--- config.mk ---
export PLATFORM = sky130hd
export DESIGN_NAME = ex_mdu
export DESIGN_NICKNAME = d
export VERILOG_FILES = /design/src/rtl/ex_mdu_pkg.sv /design/src/rtl/mdu_divstep.sv /design/src/rtl/ex_mdu.sv
export SDC_FILE = /design/constraint.sdc
export NUM_CORES = 1
export LEC_CHECK = 0
export CAP_MARGIN = 10
export CORE_MARGIN = 5
export CORE_UTILIZATION = 63
export CTS_CLUSTER_DIAMETER = 30
export DETAILED_ROUTE_END_ITERATION = 12
export GPL_TIMING_DRIVEN = 0
export HOLD_SLACK_MARGIN = 0.06
export PLACE_DENSITY = 0.95
export SLEW_MARGIN = 30
export SYNTH_ARGS = -nofsm -noshare
export SYNTH_HDL_FRONTEND = slang
export SYNTH_HIERARCHICAL = 1
export SYNTH_SLANG_ARGS = --single-unit
--- constraint.sdc ---
create_clock -name clk -period 4.5 [get_ports clk]
set_input_delay 0.675 -clock clk [delete_from_list [all_inputs] [get_ports clk]]
set_output_delay 0.675 -clock clk [all_outputs]
set_load 0.01 [all_outputs]
--- src/rtl/ex_mdu_pkg.sv ---
// rtl/ex_mdu_pkg.sv - opcode/state encodings and helpers shared by the multiply/divide unit
package ex_mdu_pkg;

    typedef enum logic [1:0] {
        MDU_MUL_LO = 2'b00,
        MDU_MUL_HI = 2'b01,
        MDU_DIVU   = 2'b10,
        MDU_REMU   = 2'b11
    } mdu_op_e;

    typedef enum logic [1:0] {
        MDU_IDLE = 2'b00,
        MDU_CALC = 2'b01,
        MDU_DONE = 2'b10
    } mdu_state_e;

    localparam logic ENABLE  = 1'b1;
    localparam logic DISABLE = 1'b0;

    function automatic logic is_div(input mdu_op_e op);
        return (op == MDU_DIVU) || (op == MDU_REMU);
    endfunction

endpackage

--- src/rtl/mdu_divstep.sv ---
// rtl/mdu_divstep.sv - one combinational restoring-division step on an already shifted remainder
module mdu_divstep #(
    parameter int WIDTH = 16
) (
    input  logic [WIDTH:0]   i_rem,
    input  logic [WIDTH-1:0] i_divisor,
    output logic [WIDTH-1:0] o_rem,
    output logic             o_qbit
);

    logic [WIDTH-1:0] w_diff;

    // When the subtraction succeeds the difference is below the divisor, so WIDTH bits hold it.
    assign o_qbit = (i_rem >= {1'b0, i_divisor});
    assign w_diff = i_rem[WIDTH-1:0] - i_divisor;
    assign o_rem  = o_qbit ? w_diff : i_rem[WIDTH-1:0];

endmodule

--- src/rtl/ex_mdu.sv ---
// rtl/ex_mdu.sv - multi-cycle unsigned multiply/divide unit with pipeline stall and write-back tag
module ex_mdu
    import ex_mdu_pkg::*;
#(
    parameter int WIDTH      = 16,
    parameter int REG_ADDR_W = 4
) (
    input  logic                  clk,
    input  logic                  rst,
    input  logic                  start_i,
    input  logic [1:0]            op_i,
    input  logic [WIDTH-1:0]      operand1_i,
    input  logic [WIDTH-1:0]      operand2_i,
    input  logic [REG_ADDR_W-1:0] writeRegAddr_i,
    input  logic                  flush_i,
    output logic [WIDTH-1:0]      result_o,
    output logic                  valid_o,
    output logic [REG_ADDR_W-1:0] writeRegAddr_o,
    output logic                  div_by_zero_o,
    output logic                  busy_o,
    output logic                  stall_o
);

    localparam int CNT_W = $clog2(WIDTH);

    mdu_state_e              r_state;
    mdu_state_e              w_state_nxt;
    mdu_op_e                 r_op;
    mdu_op_e                 w_op_in;
    logic [CNT_W-1:0]        r_cnt;
    logic [2*WIDTH-1:0]      r_prod;
    logic [WIDTH-1:0]        r_rem;
    logic [WIDTH-1:0]        r_opnd;
    logic [WIDTH-1:0]        r_result;
    logic [REG_ADDR_W-1:0]   r_tag;
    logic [REG_ADDR_W-1:0]   r_tag_out;
    logic                    r_dbz;

    logic                    w_accept;
    logic                    w_zero_div;
    logic                    w_last;
    logic [WIDTH:0]          w_sum;
    logic [2*WIDTH-1:0]      w_prod_nxt;
    logic [WIDTH:0]          w_rem_shift;
    logic [WIDTH-1:0]        w_rem_nxt;
    logic                    w_qbit;
    logic [WIDTH-1:0]        w_quo_nxt;
    logic [WIDTH-1:0]        w_final;

    assign w_op_in    = mdu_op_e'(op_i);
    assign w_accept   = (r_state != MDU_CALC) && start_i && !flush_i;
    assign w_zero_div = is_div(w_op_in) && (operand2_i == '0);
    assign w_last     = (r_cnt == CNT_W'(WIDTH - 1));

    // Multiply: multiplier sits in the low half of r_prod and shifts out as the product shifts in.
    assign w_sum      = {1'b0, r_prod[2*WIDTH-1:WIDTH]} + (r_prod[0] ? {1'b0, r_opnd} : '0);
    assign w_prod_nxt = {w_sum, r_prod[WIDTH-1:1]};

    // Divide: dividend shifts out of the low half of r_prod as quotient bits shift in.
    assign w_rem_shift = {r_rem, r_prod[WIDTH-1]};
    assign w_quo_nxt   = {r_prod[WIDTH-2:0], w_qbit};

    mdu_divstep #(
        .WIDTH     (WIDTH)
    ) u_divstep (
        .i_rem     (w_rem_shift),
        .i_divisor (r_opnd),
        .o_rem     (w_rem_nxt),
        .o_qbit    (w_qbit)
    );

    always_comb begin
        w_final = w_prod_nxt[WIDTH-1:0];
        case (r_op)
            MDU_MUL_LO: w_final = w_prod_nxt[WIDTH-1:0];
            MDU_MUL_HI: w_final = w_prod_nxt[2*WIDTH-1:WIDTH];
            MDU_DIVU:   w_final = w_quo_nxt;
            MDU_REMU:   w_final = w_rem_nxt;
            default:    w_final = w_prod_nxt[WIDTH-1:0];
        endcase
    end

    always_ff @(posedge clk or posedge rst) begin
        if (rst) begin
            r_state <= MDU_IDLE;
        end else begin
            r_state <= w_state_nxt;
        end
    end

    always_comb begin
        w_state_nxt = r_state;
        busy_o      = DISABLE;
        valid_o     = DISABLE;
        stall_o     = w_accept;
        case (r_state)
            MDU_CALC: begin
                busy_o  = ENABLE;
                stall_o = ENABLE;
                if (flush_i) begin
                    w_state_nxt = MDU_IDLE;
                end else if (w_last) begin
                    w_state_nxt = MDU_DONE;
                end
            end
            default: begin
                valid_o = (r_state == MDU_DONE);
                if (w_accept) begin
                    w_state_nxt = w_zero_div ? MDU_DONE : MDU_CALC;
                end else begin
                    w_state_nxt = MDU_IDLE;
                end
            end
        endcase
    end

    always_ff @(posedge clk or posedge rst) begin
        if (rst) begin
            r_op      <= MDU_MUL_LO;
            r_cnt     <= '0;
            r_prod    <= '0;
            r_rem     <= '0;
            r_opnd    <= '0;
            r_result  <= '0;
            r_tag     <= '0;
            r_tag_out <= '0;
            r_dbz     <= DISABLE;
        end else if (w_accept) begin
            r_op  <= w_op_in;
            r_tag <= writeRegAddr_i;
            r_cnt <= '0;
            r_rem <= '0;
            r_dbz <= w_zero_div;
            if (is_div(w_op_in)) begin
                r_opnd <= operand2_i;
                r_prod <= {{WIDTH{1'b0}}, operand1_i};
            end else begin
                r_opnd <= operand1_i;
                r_prod <= {{WIDTH{1'b0}}, operand2_i};
            end
            if (w_zero_div) begin
                r_result  <= (w_op_in == MDU_DIVU) ? '1 : operand1_i;
                r_tag_out <= writeRegAddr_i;
            end
        end else if ((r_state == MDU_CALC) && !flush_i) begin
            r_cnt <= r_cnt + CNT_W'(1);
            if (is_div(r_op)) begin
                r_rem               <= w_rem_nxt;
                r_prod[WIDTH-1:0]   <= w_quo_nxt;
            end else begin
                r_prod <= w_prod_nxt;
            end
            if (w_last) begin
                r_result  <= w_final;
                r_tag_out <= r_tag;
            end
        end
    end

    assign result_o       = r_result;
    assign writeRegAddr_o = r_tag_out;
    assign div_by_zero_o  = r_dbz && (r_state == MDU_DONE);

endmodule
== Word level (Yosys, flattened, before mapping) ==
Index checks and enable logic that the tools add are counted.

* Logic and storage cells: 74
* Output and inout port bits: 24
* Bits in registers: 97
* Input bits: 42

* Add/sub/neg operators: 3
* Reduce and logical (&&, ||, !) cells: 16
* $lt $le $gt $ge: 1
* Eq/ne operators: 12
* Mux-type cells: 31

{| class="wikitable"
|+ Operator list
! operator !! number
|-
| two-way mux 16 bit || 14
|-
| two-way mux 32 bit || 2
|-
| one-hot mux 16 bit (4 select lines) || 1
|-
| two-way mux 4 bit || 6
|-
| adder 16 x 16 -> 17 bit || 1
|-
| greater-or-equal comparator 17 x 16 -> 1 bit || 1
|-
| logical NOT 16 bit || 1
|-
| subtractor 16 bit || 1
|-
| equality test 2 bit, second input constant || 5
|-
| two-way mux 2 bit || 5
|-
| nonzero test 2 bit || 3
|-
| logical AND 1 bit || 5
|-
| adder 4 x 1 -> 4 bit, second input constant || 1
|-
| equality test 2 x 1 -> 1 bit, second input constant || 2
|-
| equality test 4 bit, second input constant || 1
|-
| != test 2 x 1 -> 1 bit, second input constant || 2
|-
| AND reduction 2 bit || 2
|-
| two-way mux 1 bit || 3
|-
| != test 3 bit, second input constant || 1
|-
| AND reduction 3 bit || 1
|-
| logical NOT 2 bit || 1
|-
| logical OR 1 bit || 2
|-
| != test 2 bit, second input constant || 1
|-
| logical NOT 1 bit || 1
|}

== Depth between registers and ports, before layout ==
* Word-level depth: 6
* Mapped depth: 16
* Gate-level depth less buffers: 15

== By module ==
Netlist, hierarchy kept.

{| class="wikitable"
|+ By module, submodules not included
! module !! cells an instance !! area each (µm²) !! seq. area each (µm²) !! instances
|-
| ex_mdu || 668 || 6000.8 || 2427.3 || 1
|-
| mdu_divstep || 159 || 1132.3 || 0.0 || 1
|}

== Worst setup path before layout ==
Ideal clock, no wire load.

* Path kind: register to register
* Start: register r_prod[15]
* End: register r_result[14], in the netlist result_o[14]
* Required time: 4.373 ns
* Path slack: 1.608 ns
* Path buffers: 0
* Cell stages (with the launch flop): 14
* Setup time: 0.127 ns
* Arrival: 2.765 ns
* Period minus slack after synthesis: 2.892 ns
* Path through: dfrtp_1 > inv_1 > ha_1 > fa_1 > nand2b_1 > a21oi_1 > o311a_2 > a211o_1 > xor2_1 > mux2_4 > mux2_2 > a221o_1 > o211ai_1 > nand3_1

* Longest elaborated chain between the ends: 6
* Elaborated cells on any way between the ends: 7
* Classes of those cells: add/sub: 1; order compare: 1; mux: 5

{| class="wikitable"
|+ RTL lines
! element !! line !! source
|-
| start, declared || ex_mdu.sv:31 || <nowiki>logic [2*WIDTH-1:0] r_prod;</nowiki>
|-
| start signal, assigned || ex_mdu.sv:136 || <nowiki>r_prod <= {{WIDTH{1'b0}}, operand1_i};</nowiki>
|-
| start signal, assigned || ex_mdu.sv:139 || <nowiki>r_prod <= {{WIDTH{1'b0}}, operand2_i};</nowiki>
|-
| start signal, assigned by index || ex_mdu.sv:149 || <nowiki>r_prod[WIDTH-1:0] <= w_quo_nxt;</nowiki>
|-
| subtractor 16 bit / greater-or-equal comparator 17 x 16 -> 1 bit (equally long branches) || mdu_divstep.sv:15, mdu_divstep.sv:14 ||
|-
| two-way mux 16 bit * || mdu_divstep.sv:16 || <nowiki>assign o_rem = o_qbit ? w_diff : i_rem[WIDTH-1:0];</nowiki>
|-
| net w_rem_nxt[14] || ex_mdu.sv:45 || <nowiki>logic [WIDTH-1:0] w_rem_nxt;</nowiki>
|-
| one-hot mux 16 bit (4 select lines) * || ex_mdu.sv:74 || <nowiki>case (r_op)</nowiki>
|-
| two-way mux 16 bit * || ex_mdu.sv:153 || <nowiki>if (w_last) begin</nowiki>
|-
| two-way mux 16 bit * || ex_mdu.sv:145 || <nowiki>end else if ((r_state == MDU_CALC) && !flush_i) begin</nowiki>
|-
| two-way mux 16 bit * || ex_mdu.sv:128 || <nowiki>end else if (w_accept) begin</nowiki>
|-
| end signal, assigned || ex_mdu.sv:142 || <nowiki>r_result <= (w_op_in == MDU_DIVU) ? '1 : operand1_i;</nowiki>
|-
| end signal, assigned || ex_mdu.sv:154 || <nowiki>r_result <= w_final;</nowiki>
|-
| end, declared || ex_mdu.sv:34 || <nowiki>logic [WIDTH-1:0] r_result;</nowiki>
|}

Mark *: on every way through the listed nets, which the timed path passes. The rest lies on a longest branch. The select of a mux whose other input is x is not followed.
A chain may end at the register's enable or synchronous reset.

== Worst setup path in the final report ==
* Start: register r_opnd[10]
* End: register r_result[15], in the netlist result_o[15]

* Longest elaborated chain between the ends: 6
* Elaborated cells on any way between the ends: 9
* Classes of those cells: add/sub: 2; order compare: 1; mux: 6

{| class="wikitable"
|+ RTL lines
! element !! line !! source
|-
| start, declared || ex_mdu.sv:33 || <nowiki>logic [WIDTH-1:0] r_opnd;</nowiki>
|-
| start signal, assigned || ex_mdu.sv:135 || <nowiki>r_opnd <= operand2_i;</nowiki>
|-
| start signal, assigned || ex_mdu.sv:138 || <nowiki>r_opnd <= operand1_i;</nowiki>
|-
| subtractor 16 bit / greater-or-equal comparator 17 x 16 -> 1 bit (equally long branches) || mdu_divstep.sv:15, mdu_divstep.sv:14 ||
|-
| two-way mux 16 bit * || mdu_divstep.sv:16 ||
|-
| net w_rem_nxt[15] || ex_mdu.sv:45 ||
|-
| one-hot mux 16 bit (4 select lines) * || ex_mdu.sv:74 ||
|-
| two-way mux 16 bit * || ex_mdu.sv:153 ||
|-
| two-way mux 16 bit * || ex_mdu.sv:145 ||
|-
| two-way mux 16 bit * || ex_mdu.sv:128 ||
|}

Marked as above.

==> run summary <==
Arrival @ worst endpoint - 3.69 ns
multiplexer share of the synthesized area - 0.110
crit start category - flip-flop
switching part of the total power - 0.415
initial antenna violation count - 0
vias in the first global route - 6870
full die area - 13600 um2
asr flop ratio synth - 1.00
XOR/XNOR Fraction of Synth Area - 0.0295
status - complete, no violations
Least-Margin Pin Slew - 0.786 ns
RSZ-0062 raised after global routing - no
CTS tree - yes
largest family of logic cells by synthesized area - compound AO/OA/AOI/OAI gates
number of flops mapped to enable cells by yosys - 0
Post-Syn Area - 7130 um2
critical setup path kind - flip-flop to flip-flop
Seq cells post-synth - 97
fin util - 0.754
initial core utilization - 0.649
Pwr Total - 3630 uW
sequential area share after synthesis - 0.340
Worst-path clk slew - 0.08 ns
commonest non-fill, non-tap cell in the layout - dfrtp_1
static leakage - 0.00375 uW
combinational share of power - 0.450
cell taking the most area after synthesis - dfrtp_1
Mapped Avg Cell Area - 8.63 um2
max_cap viols - 0
Flop pwr share - 0.328
period utilization - 0.768
Vias - 7090
ant diodes - 0
Min-Delay Path Class - flip-flop to flip-flop
First-pass DRT Iterations - 6
Final ANT Viol Nets - 0
Synth top area share - 0.340
Final #Nets - 980
Post-Route WL - 22600 um
launch point of the worst path - r_opnd[10]
Setup Viol. Count Final - 0
row count - 38
reg-to-reg slack, setup - 1.04 ns
Post-CTS Resized - 0
first-pass GRT wire length - 35900 um
Clock Tree Buf Depth - 2
HPWL Detailed - 16900 um
Distinct cells, synth - 72
Port-buffer cells - 64
drt wl/cell - 21.6 um
internal power - 2120 uW
gpl congestion - 0.977
Reg2Reg Depth - 13
Power Density - 438 nW/um2
minimum clock period - 3.46 ns
Net Count, Synth - 904
CTS Hold Bufs - 0
Core ar. - 11000 um2
share of cells above drive strength 1 - 0.102
Worst VDD drop - 278 uV
Die H - 116 um
adder and majority gate portion of the synthesized area - 0.0635
Die W - 116 um
NetSw - 1500 uW
final hold vios - 0
Post-Synthesis Cells - 827
Area Overhead vs Synth - 16.1%
H-tree levels - 3
ranking of synthesized cells by area - dfrtp_1 (34%), mux2i_1 (6.0%), ha_1 (5.8%)
post-synthesis simple-gate area fraction - 0.199
num ports - 66
critical path peak fanout - 9
Root Buffer - clkbuf_16
Layout Skew - 0.0148 ns
drc violations - 0
Synth Area in Compound Gates - 0.208
commonest cells after routing, fill and taps aside - dfrtp_1 (97), nand2_1 (86), o21ai_0 (65)
setup bufs post-CTS - 0
Initial DRC Count - 841
largest net degree at the start of global routing - 51
ys flop type - dfrtp_1
Skew-Pair Late Insertion Delay - 0.36 ns
grt ovf - 0
routed vias/inst - 6.77
reg-to-reg critical path endpoint - result_o[15]
Setup crit end - result_o[15]
maximum clock frequency - 0.289 GHz
CP endpoint kind - flip-flop
Synthesis Warnings - 6
clk sinks - 97
Num CTS Buffers - 9
worst path required time - 4.73 ns
fin. max-slew vios - 0
Slew headroom - 0.476
worst r2r src - r_opnd[10]
Clk network pwr share - 0.222
all-layer global routing usage - 0.347
logic make-up after synthesis:
group                      count (synthesis)
adders and majority gates                 35
muxes                                     73
AOI/OAI and AO/OA                        231
xor gates and xnor gates                  24
DFF                                       97
buffers and inverters                     80
and+or+nand+nor                          287
Yosys cell counts (11+ instances only):
cell type and instances:
clkbuf_1 29, nor3_1 16, a22o_1 19, a21oi_1 62, ha_1 33, nand2_1 86, mux2_2 28, a21o_1 13
dfrtp_1 97, nand3_1 36, xnor2_1 11, inv_1 28, o21ai_0 65, mux2i_1 43, nor2_1 64, and2_1 23
xor2_1 13
how the worst min path moves through the flow:
stage,startpoint,end,slack (ns),cells after the start
after CTS,result_o[14],result_o[14],0.48,2
final,result_o[14],result_o[14],0.48,2
after floorplan,r_tag[0],r_tag[0],0.44,2
after detailed placement,result_o[14],result_o[14],0.47,2
after global placement,r_tag[0],r_tag[0],0.45,2
after global routing,r_tag[3],r_tag[3],0.51,2
worst max-delay path, stage by stage (launching register included):
cell	delay, ns
dfrtp_1	0.39
inv_1	0.06
ha_1	0.28
buf_6	0.14
a21o_1	0.21
and2_4	0.18
or2_0	0.23
or4_1	0.48
and3_1	0.25
a21o_1	0.19
a221oi_1	0.39
o21ai_0	0.16
a31oi_1	0.25
nor3_1	0.11
sequential cells by signal, summed over array words and instances (netlist names):
register and cells:
r_cnt 4, r_dbz 1, r_op 2, r_opnd 16, r_prod 32, r_rem 16, r_state 2, r_tag 4
result_o 16, writeRegAddr_o 4
power by group through the flow:
stage / Sequential (uW) / Clock (uW) / Combinational [uW]
detailed placement: 1190 / 0 / 1560
global route: 1200 / 846 / 1750
CTS: 1180 / 795 / 1580
floorplan: 1130 / 0 / 1150
finish: 1190 / 806 / 1630
global placement: 1180 / 0 / 1500
through the flow:
| step | hold slack, ns | worst slack [ns] | cell area [um2] | instances | setup TNS (ns) |
|---|---|---|---|---|---|
| 2_1_floorplan | 0.436 | 1.29 | 7130 | 827 | 0 |
| 3_3_place_gp | 0.451 | -0.166 | 7950 | 1031 | -15.41 |
| 3_5_place_dp | 0.466 | 1.11 | 7980 | 1032 | 0 |
| 4_1_cts | 0.481 | 1.10 | 8280 | 1048 | 0 |
| 5_1_grt | 0.507 | 0.923 | 8280 | 1048 | 0 |
| 6_report | 0.477 | 1.04 | 8280 | 1048 | 0 |
layer usage:
metal | vias to the layer above | track usage | part of all wire
met5 | - | 0 | 0
met4 | 0 | 0.152 | 0.050
met3 | 123 | 0.0777 | 0.11
met2 | 520 | 0.563 | 0.46
met1 | 3327 | 0.445 | 0.38
li1 | 3120 | - | -
layout make-up:
cell class                      instances  area (um2)
Multi-Input combinational cell        650        4350
Fill cell                             737        2700
Sequential cell                        97        2430
Timing Repair Buffer                   65         668
Buffer                                 51         246
Clock buffer                           10         229
Tap cell                              140         175
Inverter                               29         114
Clock inverter                          6        71.3
(Power assumes the default switching activity.)
